$ cat src/rtl/cali_ram_reader.sv
// Port-2 read master for the calibration RAM: sweeps channels 0..NUM_CH-1 per frame
// and streams {data, chan, last} through a prefetch FIFO. Optional checksum: CALI_RD_CHECKSUM_EN.
module cali_ram_reader #(
  parameter int NUM_CH     = 320,
  parameter int ADDR_W     = 9,
  parameter int DATA_W     = 16,
  parameter int FIFO_DEPTH = 4
) (
  input  logic                  clk,
  input  logic                  reset_n,
  input  logic                  frame_start,
  output logic [ADDR_W-1:0]     ram_address,
  output logic                  ram_chipselect,
  output logic                  ram_write,
  output logic [DATA_W/8-1:0]   ram_byteenable,
  output logic                  ram_clken,
  input  logic [DATA_W-1:0]     ram_readdata,
  output logic [DATA_W-1:0]     coef_data,
  output logic [ADDR_W-1:0]     coef_chan,
  output logic                  coef_last,
  output logic                  coef_valid,
  input  logic                  coef_ready,
  output logic                  busy,
  output logic                  frame_done,
  output logic                  err_overrun
`ifdef CALI_RD_CHECKSUM_EN
  ,
  output logic [DATA_W-1:0]     coef_sum
`endif
);

  localparam int PTR_W = $clog2(FIFO_DEPTH);
  localparam int CNT_W = $clog2(FIFO_DEPTH) + 1;
  localparam logic [ADDR_W-1:0] LAST_ADDR = ADDR_W'(NUM_CH - 1);
  localparam logic [CNT_W-1:0]  DEPTH_C   = CNT_W'(FIFO_DEPTH);

  // Stream handshake: a beat transfers on every cycle where coef_valid && coef_ready;
  // while coef_valid is high and coef_ready low, data/chan/last hold stable.

  typedef enum logic [1:0] {
    ST_IDLE  = 2'd0,
    ST_FETCH = 2'd1,
    ST_DRAIN = 2'd2
  } state_e;

  typedef struct packed {
    logic [DATA_W-1:0] data;
    logic [ADDR_W-1:0] chan;
    logic              last;
  } entry_t;

  state_e             state_q, state_d;
  logic [ADDR_W-1:0]  addr_q, addr_d;
  logic [ADDR_W-1:0]  chan_q, chan_d;
  logic               inflight_q, inflight_d;
  logic [PTR_W-1:0]   wr_ptr_q, wr_ptr_d;
  logic [PTR_W-1:0]   rd_ptr_q, rd_ptr_d;
  logic [CNT_W-1:0]   count_q, count_d;
  entry_t             fifo_q [FIFO_DEPTH];

  entry_t             head;
  entry_t             push_entry;
  logic [CNT_W-1:0]   occupancy;
  logic               issue;
  logic               last_issue;
  logic               push;
  logic               pop;
  logic               fifo_empty;
  logic               fifo_full;
  logic               sweep_done;
  logic               accept;

  // Shared control terms
  always_comb begin
    fifo_empty = (count_q == '0);
    fifo_full  = (count_q == DEPTH_C);
    head       = fifo_q[rd_ptr_q];
    // Reads already in flight count against FIFO space so a push never meets a full FIFO.
    occupancy  = count_q + CNT_W'(inflight_q);
    issue      = (state_q == ST_FETCH) && (occupancy < DEPTH_C);
    last_issue = issue && (addr_q == LAST_ADDR);
    push       = inflight_q;
    pop        = !fifo_empty && coef_ready;
    sweep_done = (state_q == ST_DRAIN) && pop && head.last && !inflight_q &&
                 (count_q == CNT_W'(1));
    accept     = frame_start && ((state_q == ST_IDLE) || sweep_done);
    push_entry.data = ram_readdata;
    push_entry.chan = chan_q;
    push_entry.last = (chan_q == LAST_ADDR);
  end

  // FSM: state register
  always_ff @(posedge clk or negedge reset_n) begin
    if (!reset_n) begin
      state_q <= ST_IDLE;
    end else begin
      state_q <= state_d;
    end
  end

  // FSM: next state
  always_comb begin
    state_d = state_q;
    case (state_q)
      ST_IDLE:  if (frame_start) state_d = ST_FETCH;
      ST_FETCH: if (last_issue) state_d = ST_DRAIN;
      ST_DRAIN: if (sweep_done) state_d = frame_start ? ST_FETCH : ST_IDLE;
      default:  state_d = ST_IDLE;
    endcase
  end

  // FSM: outputs
  always_comb begin
    ram_chipselect = issue;
    busy           = (state_q != ST_IDLE);
    frame_done     = sweep_done;
    err_overrun    = frame_start && (state_q != ST_IDLE) && !sweep_done;
  end

  assign ram_address    = addr_q;
  assign ram_write      = 1'b0;
  assign ram_byteenable = '1;
  assign ram_clken      = 1'b1;
  assign coef_valid     = !fifo_empty;
  assign coef_data      = head.data;
  assign coef_chan      = head.chan;
  assign coef_last      = head.last;

  // Address counter, read tracking and FIFO pointers
  always_comb begin
    addr_d     = addr_q;
    chan_d     = chan_q;
    inflight_d = issue;
    wr_ptr_d   = wr_ptr_q;
    rd_ptr_d   = rd_ptr_q;
    count_d    = count_q;
    // The counter parks on the last address instead of wrapping.
    if (accept) begin
      addr_d = '0;
    end else if (issue && !last_issue) begin
      addr_d = addr_q + ADDR_W'(1);
    end
    if (issue) begin
      chan_d = addr_q;
    end
    if (push) begin
      wr_ptr_d = wr_ptr_q + PTR_W'(1);
    end
    if (pop) begin
      rd_ptr_d = rd_ptr_q + PTR_W'(1);
    end
    if (push && !pop) begin
      count_d = count_q + CNT_W'(1);
    end else if (pop && !push) begin
      count_d = count_q - CNT_W'(1);
    end
  end

  always_ff @(posedge clk or negedge reset_n) begin
    if (!reset_n) begin
      addr_q     <= '0;
      chan_q     <= '0;
      inflight_q <= 1'b0;
      wr_ptr_q   <= '0;
      rd_ptr_q   <= '0;
      count_q    <= '0;
    end else begin
      addr_q     <= addr_d;
      chan_q     <= chan_d;
      inflight_q <= inflight_d;
      wr_ptr_q   <= wr_ptr_d;
      rd_ptr_q   <= rd_ptr_d;
      count_q    <= count_d;
    end
  end

  // Storage is cleared on reset so the stream outputs read zero out of reset.
  always_ff @(posedge clk or negedge reset_n) begin
    if (!reset_n) begin
      for (int i = 0; i < FIFO_DEPTH; i++) begin
        fifo_q[i] <= '0;
      end
    end else if (push) begin
      fifo_q[wr_ptr_q] <= push_entry;
    end
  end

  a_no_push_when_full: assert property (
    @(posedge clk) disable iff (!reset_n) !(push && fifo_full)
  );

`ifdef CALI_RD_CHECKSUM_EN
  logic [DATA_W-1:0] sum_q, sum_d;

  always_comb begin
    sum_d = sum_q;
    if (accept) begin
      sum_d = '0;
    end else if (pop) begin
      sum_d = sum_q + head.data;
    end
  end

  always_ff @(posedge clk or negedge reset_n) begin
    if (!reset_n) begin
      sum_q <= '0;
    end else begin
      sum_q <= sum_d;
    end
  end

  // Folds in the beat being accepted so the total is already complete in the frame_done cycle.
  assign coef_sum = pop ? (sum_q + head.data) : sum_q;
`endif

endmodule

$ cat config.mk
export PLATFORM = sky130hd
export DESIGN_NAME = cali_ram_reader
export DESIGN_NICKNAME = d
export VERILOG_FILES = /design/src/rtl/cali_ram_reader.sv
export SDC_FILE = /design/constraint.sdc
export NUM_CORES = 1
export LEC_CHECK = 0
export ABC_AREA = 0
export CAP_MARGIN = 20
export CORE_ASPECT_RATIO = 1.5
export CORE_UTILIZATION = 56
export CTS_BUF_LIST = sky130_fd_sc_hd__clkbuf_16
export DETAILED_ROUTE_END_ITERATION = 10
export PLACE_DENSITY = 0.87
export SLEW_MARGIN = 15
export SYNTH_ARGS = -nofsm -noshare
export SYNTH_HDL_FRONTEND = slang
export SYNTH_SLANG_ARGS = --single-unit
$ cat constraint.sdc
create_clock -name clk -period 2 [get_ports clk]
set_clock_uncertainty 0.05 [all_clocks]
set_input_delay 0.5 -clock clk [delete_from_list [all_inputs] [get_ports clk]]
set_output_delay 0.5 -clock clk [all_outputs]
set_load 0.01 [all_outputs]
==> results of run 1 <==
sequential cells by signal, summed over array words and instances (netlist names):
register     flops
fifo_q         104
inflight_q       1
rd_ptr_q         2
wr_ptr_q         2
chan_q           9
count_q          3
state_q          2
ram_address      9
report_power, final:
| group | internal [uW] | leakage [uW] | total, uW | switching, uW |
|---|---|---|---|---|
| registers | 3860 | 0.00164 | 4620 | 762 |
| clock network | 1640 | 0.000261 | 2690 | 1050 |
| logic | 3540 | 0.00155 | 6040 | 2490 |
| total | 9050 | 0.00344 | 13400 | 4310 |
area by class of cell:
cell class	count	area, um2	share of cell area, %
Clock buffer	17	425	5.54
Clock inverter	13	78.8	1.03
Inverter	8	31.3	0.408
Multi-Input combinational cell	252	2580	33.6
Sequential cell	132	3310	43.1
Tap cell	141	176	2.30
Timing Repair Buffer	106	1070	14.0
worst max-delay path: stages (launching register included):
cell and delay [ns]:
dfrtp_2 0.41, mux4_2 0.59, nand3_4 0.13, a21oi_2 0.06, nor2b_1 0.11, buf_2 0.14
routing by layer:
| metal | track usage, % | wire [um] | vias up |
|---|---|---|---|
| li1 | - | - | 1723 |
| met1 | 30.7 | 5230 | 1990 |
| met2 | 45.4 | 7160 | 108 |
| met3 | 5.67 | 438 | 32 |
| met4 | 12.1 | 362 | 0 |
| met5 | 0 | 0 | - |
repair_timing:
action / 4_1_cts / 5_1_grt
gates cloned: 1 / 2
gates resized for setup: 159 / 16
endpoints found under the hold margin: 13 / 0
setup buffers: 5 / 9
pin swaps: 3 / 7
hold buffers: 1 / 0
setup endpoints to repair: 38 / 40
cells in the mapped netlist, drive strengths merged (2+ instances only):
master  count
o21ai       7
or4         8
buf        13
ha         10
mux4       26
xnor2       4
nand2b      2
dfrtp     132
clkbuf     10
nand3      10
conb        2
and3        2
mux2i       2
a21oi      11
nand2      39
xor2        3
inv         7
o31ai      10
mux2      100
layout by cell type, fill, tap and decap left out, types with 2 or more instances in the layout:
cell             instances
buf_2                   12
clkbuf_2                 2
dfrtp_1                126
ha_1                     9
nand2_1                 39
clkbuf_16               19
mux4_2                  26
inv_1                    8
nand2b_1                 2
buf_6                   22
clkinv_2                 4
o21ai_0                  7
buf_4                   30
dfrtp_2                  6
inv_2                    2
a21oi_1                  7
clkinv_1                 6
xor2_1                   3
nand3_1                  9
buf_12                  10
a21oi_2                  4
xnor2_1                  4
conb_1                   4
or4_1                    6
clkdlybuf4s50_1         25
mux2_2                 100
o31ai_1                 10
or4_4                    2
logic make-up (layout without fill, tap and decap cells):
| family | Yosys count | in the layout | share of synthesized area, % |
|---|---|---|---|
| flops | 132 | 132 | 55.7 |
| buf+inv | 31 | 144 | 2.45 |
| fa+ha+maj | 10 | 10 | 2.11 |
| other cells | 2 | 4 | 0.127 |
| xor+xnor | 7 | 7 | 1.03 |
| mux | 128 | 128 | 29.2 |
| simple gates | 74 | 74 | 6.37 |
| compound gates | 29 | 29 | 3.00 |
metrics by stage:
stage	instance area [um2]	power, uW
6_report	7670	13400
5_1_grt	7670	14000
4_1_cts	7530	13100
3_5_place_dp	6910	10100
3_3_place_gp	6910	9840
2_1_floorplan	5940	7810
worst paths after layout:
path	start	to	slack, ns	cells after the start
worst max register to register	count_q[1]	ram_address[4]	0.01	7
min in group clk	fifo_q[0]	fifo_q[0]	0.45	2
max in group asynchronous	reset_n	fifo_q[50]	0.85	3
worst min register to register	fifo_q[0]	fifo_q[0]	0.45	2
worst min-delay path	reset_n	fifo_q[16]	0.45	2
worst max-delay path	rd_ptr_q[0]	err_overrun	-0.40	5
==> reports/qor.txt, run 1 <==
status = complete, but fails checks
failing checks = setup timing
Min-Delay Path Class = input pin to asynchronous set/reset pin
Post-synth ARST share = 100%
number of slew-limit violations in the final report = 0
total wire length = 13.2 mm
CTS tree = yes
largest net degree at the start of global routing = 47
number of global-route vias before repair = 4177
synthesized cell area = 0.00593 mm2
register area share after synthesis = 55.7%
initial antenna violation count = 0
number of enable flip-flop cells after synthesis = 0
TritonRoute pass-1 iters = 4
nets@finish = 547
crit share post-route = 120%
I/O pin cnt = 64
type of destination of the critical path = output port
WP data required = 1.45 ns
fmax = 416 MHz
layout cells sized above 1 = 47.2%
syn_area_per_cell = 14.4 um2
Core ar. = 0.0102 mm2
first-pass GRT wire length = 21.2 mm
Peak VDD IR = 0.00105 V
worst skew pair latency = 0.42 ns
Synth warnings = 0
Inserted Diodes = 0
starting density of the core = 58.2%
hold slack = 0.447 ns
Antenna Nets Post-Route = 0
post-synth top area share = 55.7%
Synth Instances = 413
ys flop type = dfrtp_1
DIE WIDTH = 86.0 um
Critical Path AT = 1.85 ns
CTS max path bufs = 2
dominant cell type by area after synthesis = dfrtp_1
row count = 45
Pleak = 0.00344 uW
Crit Path Max Fanout = 3
#FFs+latches synth = 132
H-tree levels = 4
final worst slack = -0.404 ns
library cells used by synthesis = 38
power per cell area = 1740 mW/mm2
Area growth syn-to-layout = 29.4%
via count = 3853
fillers = 577
fin cells = 669
critical path type = flop to output port
DRC viols = 0
TritonCTS buffer count = 17
clock sinks = 132
Overall Global Routing Usage = 26.1%
crit start category = flop
top cells by area, synth = dfrtp_1, mux2_2, mux4_2
Port Buf Inserts = 59
Placement Setup Slack = -0.649 ns
Die H = 128 um
placed insts = 622
initial DRC count = 207
Final Util = 75.3%
drt via density = 5.76
gpl congestion = 0.826
Fin Setup TNS = -8.98 ns
Hold Fails Final Rpt = 0
RSZ-0062 raised after global routing = yes
die area = 0.0110 mm2
gr ovfl total = 0
Finish-stage setup viols = 29
Final Critical Period = 2.40 ns
CTS root buf = clkbuf_16
DR WL/cell = 19.7 um
Worst-path clk slew = 0.06 ns
detailed placement HPWL = 8.00 mm
max cap viols = 0
Power figures use the tool's default switching activity.
==> run 2, diff against run 1 <==
TNS_END_PERCENT = 5   (was not set)
==> run 2 against run 1 <==
Against the previous run:
- highest routed layer unchanged
- critical path type unchanged
- the flow still finishes with violations (setup timing)
- non-clock buffer count shrank 13
- largest power group unchanged
- first-iteration DRC count shrank 28%
- critical endpoint unchanged
- largest cell class unchanged
- cell count shrank 1.9%
==> reports/qor.txt, run 2 (same netlist as run 1, synthesis figures left out) <==
number of flip-flops in the largest register = 104
multi-input logic area = 0.00255 mm2
most common cell after layout, fill and taps aside = dfrtp_1
Most Crowded Layer GR = met2
power per cell area = 1730 mW/mm2
Inserted Diodes = 0
total wire length = 12.8 mm
row count = 45
crit share post-route = 118%
TritonRoute pass-1 iters = 4
placed insts = 622
CP Cell Sequence = mux4_2, nand3_2, a21oi_1, nor2b_1, buf_2
WP data required = 1.45 ns
die area = 0.0110 mm2
failing checks = setup timing
DIE WIDTH = 86.0 um
first-pass GRT wire length = 21.0 mm
critical path type = flop to output port
I/O pin cnt = 64
GR Layer Usage met1 = 30.4%
nets@finish = 534
Core ar. = 0.0102 mm2
number of global-route vias before repair = 4152
met2 usage = 44.9%
RSZ-0062 raised after global routing = yes
fillers = 606
Min-Delay Path Class = input pin to asynchronous set/reset pin
Critical Path AT = 1.82 ns
H-tree levels = 4
initial antenna violation count = 0
Crit Path Max Fanout = 3
critical path's slowest cell = mux4_2
Area growth syn-to-layout = 26.5%
starting density of the core = 58.2%
final worst slack = -0.370 ns
CTS tree = yes
fmax = 422 MHz
Overall Global Routing Usage = 26.0%
via count = 3782
GRT met3 Usage = 5.54%
crit start category = flop
max cap viols = 0
type of destination of the critical path = output port
Worst-path clk slew = 0.05 ns
initial DRC count = 150
Hold Fails Final Rpt = 0
Antenna Nets Post-Route = 0
Pleak = 0.00337 uW
worst skew pair latency = 0.41 ns
TritonCTS buffer count = 17
gpl congestion = 0.826
Design Power = 13000 uW
largest net degree at the start of global routing = 47
Die H = 128 um
highest-count cells in the layout ignoring fill and taps = dfrtp_1, mux2_2, nand2_1, mux4_2, clkdlybuf4s50_1
status = complete, but fails checks
Port Buf Inserts = 59
register area = 0.00331 mm2
fin cells = 656
Top reg by flops = fifo_q
layout cells sized above 1 = 44.9%
CTS root buf = clkbuf_16
DR WL/cell = 19.5 um
drt via density = 5.77
Final Critical Period = 2.37 ns
Final Util = 73.6%
Finish-stage setup viols = 29
clock sinks = 132
final instance area = 0.00750 mm2
Fin Setup TNS = -7.98 ns
Peak VDD IR = 0.00100 V
CTS max path bufs = 2
number of slew-limit violations in the final report = 0
gr ovfl total = 0
Area after DPL = 0.00691 mm2
DRC viols = 0
CP max stage delay = 0.56 ns
detailed placement HPWL = 8.00 mm
-- run 2: routing by layer --
| metal | wire, um | vias to the layer above |
|---|---|---|
| met5 | 0 | - |
| met4 | 317 | 0 |
| met3 | 456 | 32 |
| met2 | 6870 | 105 |
| met1 | 5120 | 1953 |
| li1 | - | 1692 |
-- run 2: cell type report --
cell class | count | share of cell area [%]
inverter | 8 | 0.417
clock inverter | 13 | 1.05
timing repair buffer | 93 | 12.4
multi-input combinational | 252 | 34.0
clock buffer | 17 | 5.67
tap | 141 | 2.35
sequential | 132 | 44.2
-- run 2: what timing repair did --
item	4_1_cts	5_1_grt
hold endpoints to repair	13	0
resized for setup	147	20
endpoints found under the setup margin	38	41
hold buffers	1	0
cloned	1	0
pin swaps	2	0
buffers inserted	3	0
-- run 2: where the power goes --
part	switching [uW]	internal, uW
logic	2390	3310
clock network	1050	1640
registers	753	3860
total	4200	8810
-- run 2: per-stage QoR --
step / setup slack (ns) / hold slack [ns]
floorplan: 0.000422 / 0.154
global placement: -0.653 / 0.337
detailed placement: -0.649 / 0.341
CTS: -0.410 / 0.445
global route: -0.424 / 0.455
finish: -0.370 / 0.448
-- run 2: path summary, 6_finish.rpt --
path	start	endpoint	slack [ns]	depth (start not counted)
max	rd_ptr_q[0]	err_overrun	-0.37	5
min	reset_n	fifo_q[16]	0.45	2
max reg2reg	count_q[2]	ram_address[4]	0.06	6
min reg2reg	fifo_q[0]	fifo_q[0]	0.45	2
max in group asynchronous	reset_n	state_q[1]	0.81	3
min in group clk	fifo_q[0]	fifo_q[0]	0.45	2
-- run 2: worst max-delay path, delay by kind of cell (launching register included) --
| kind | cells | cell delay (ns) |
|---|---|---|
| and+or+nand+nor | 2 | 0.21 |
| AOI/OAI and AO/OA | 1 | 0.07 |
| DFF | 1 | 0.42 |
| buffers and inverters | 1 | 0.14 |
| muxes | 1 | 0.56 |
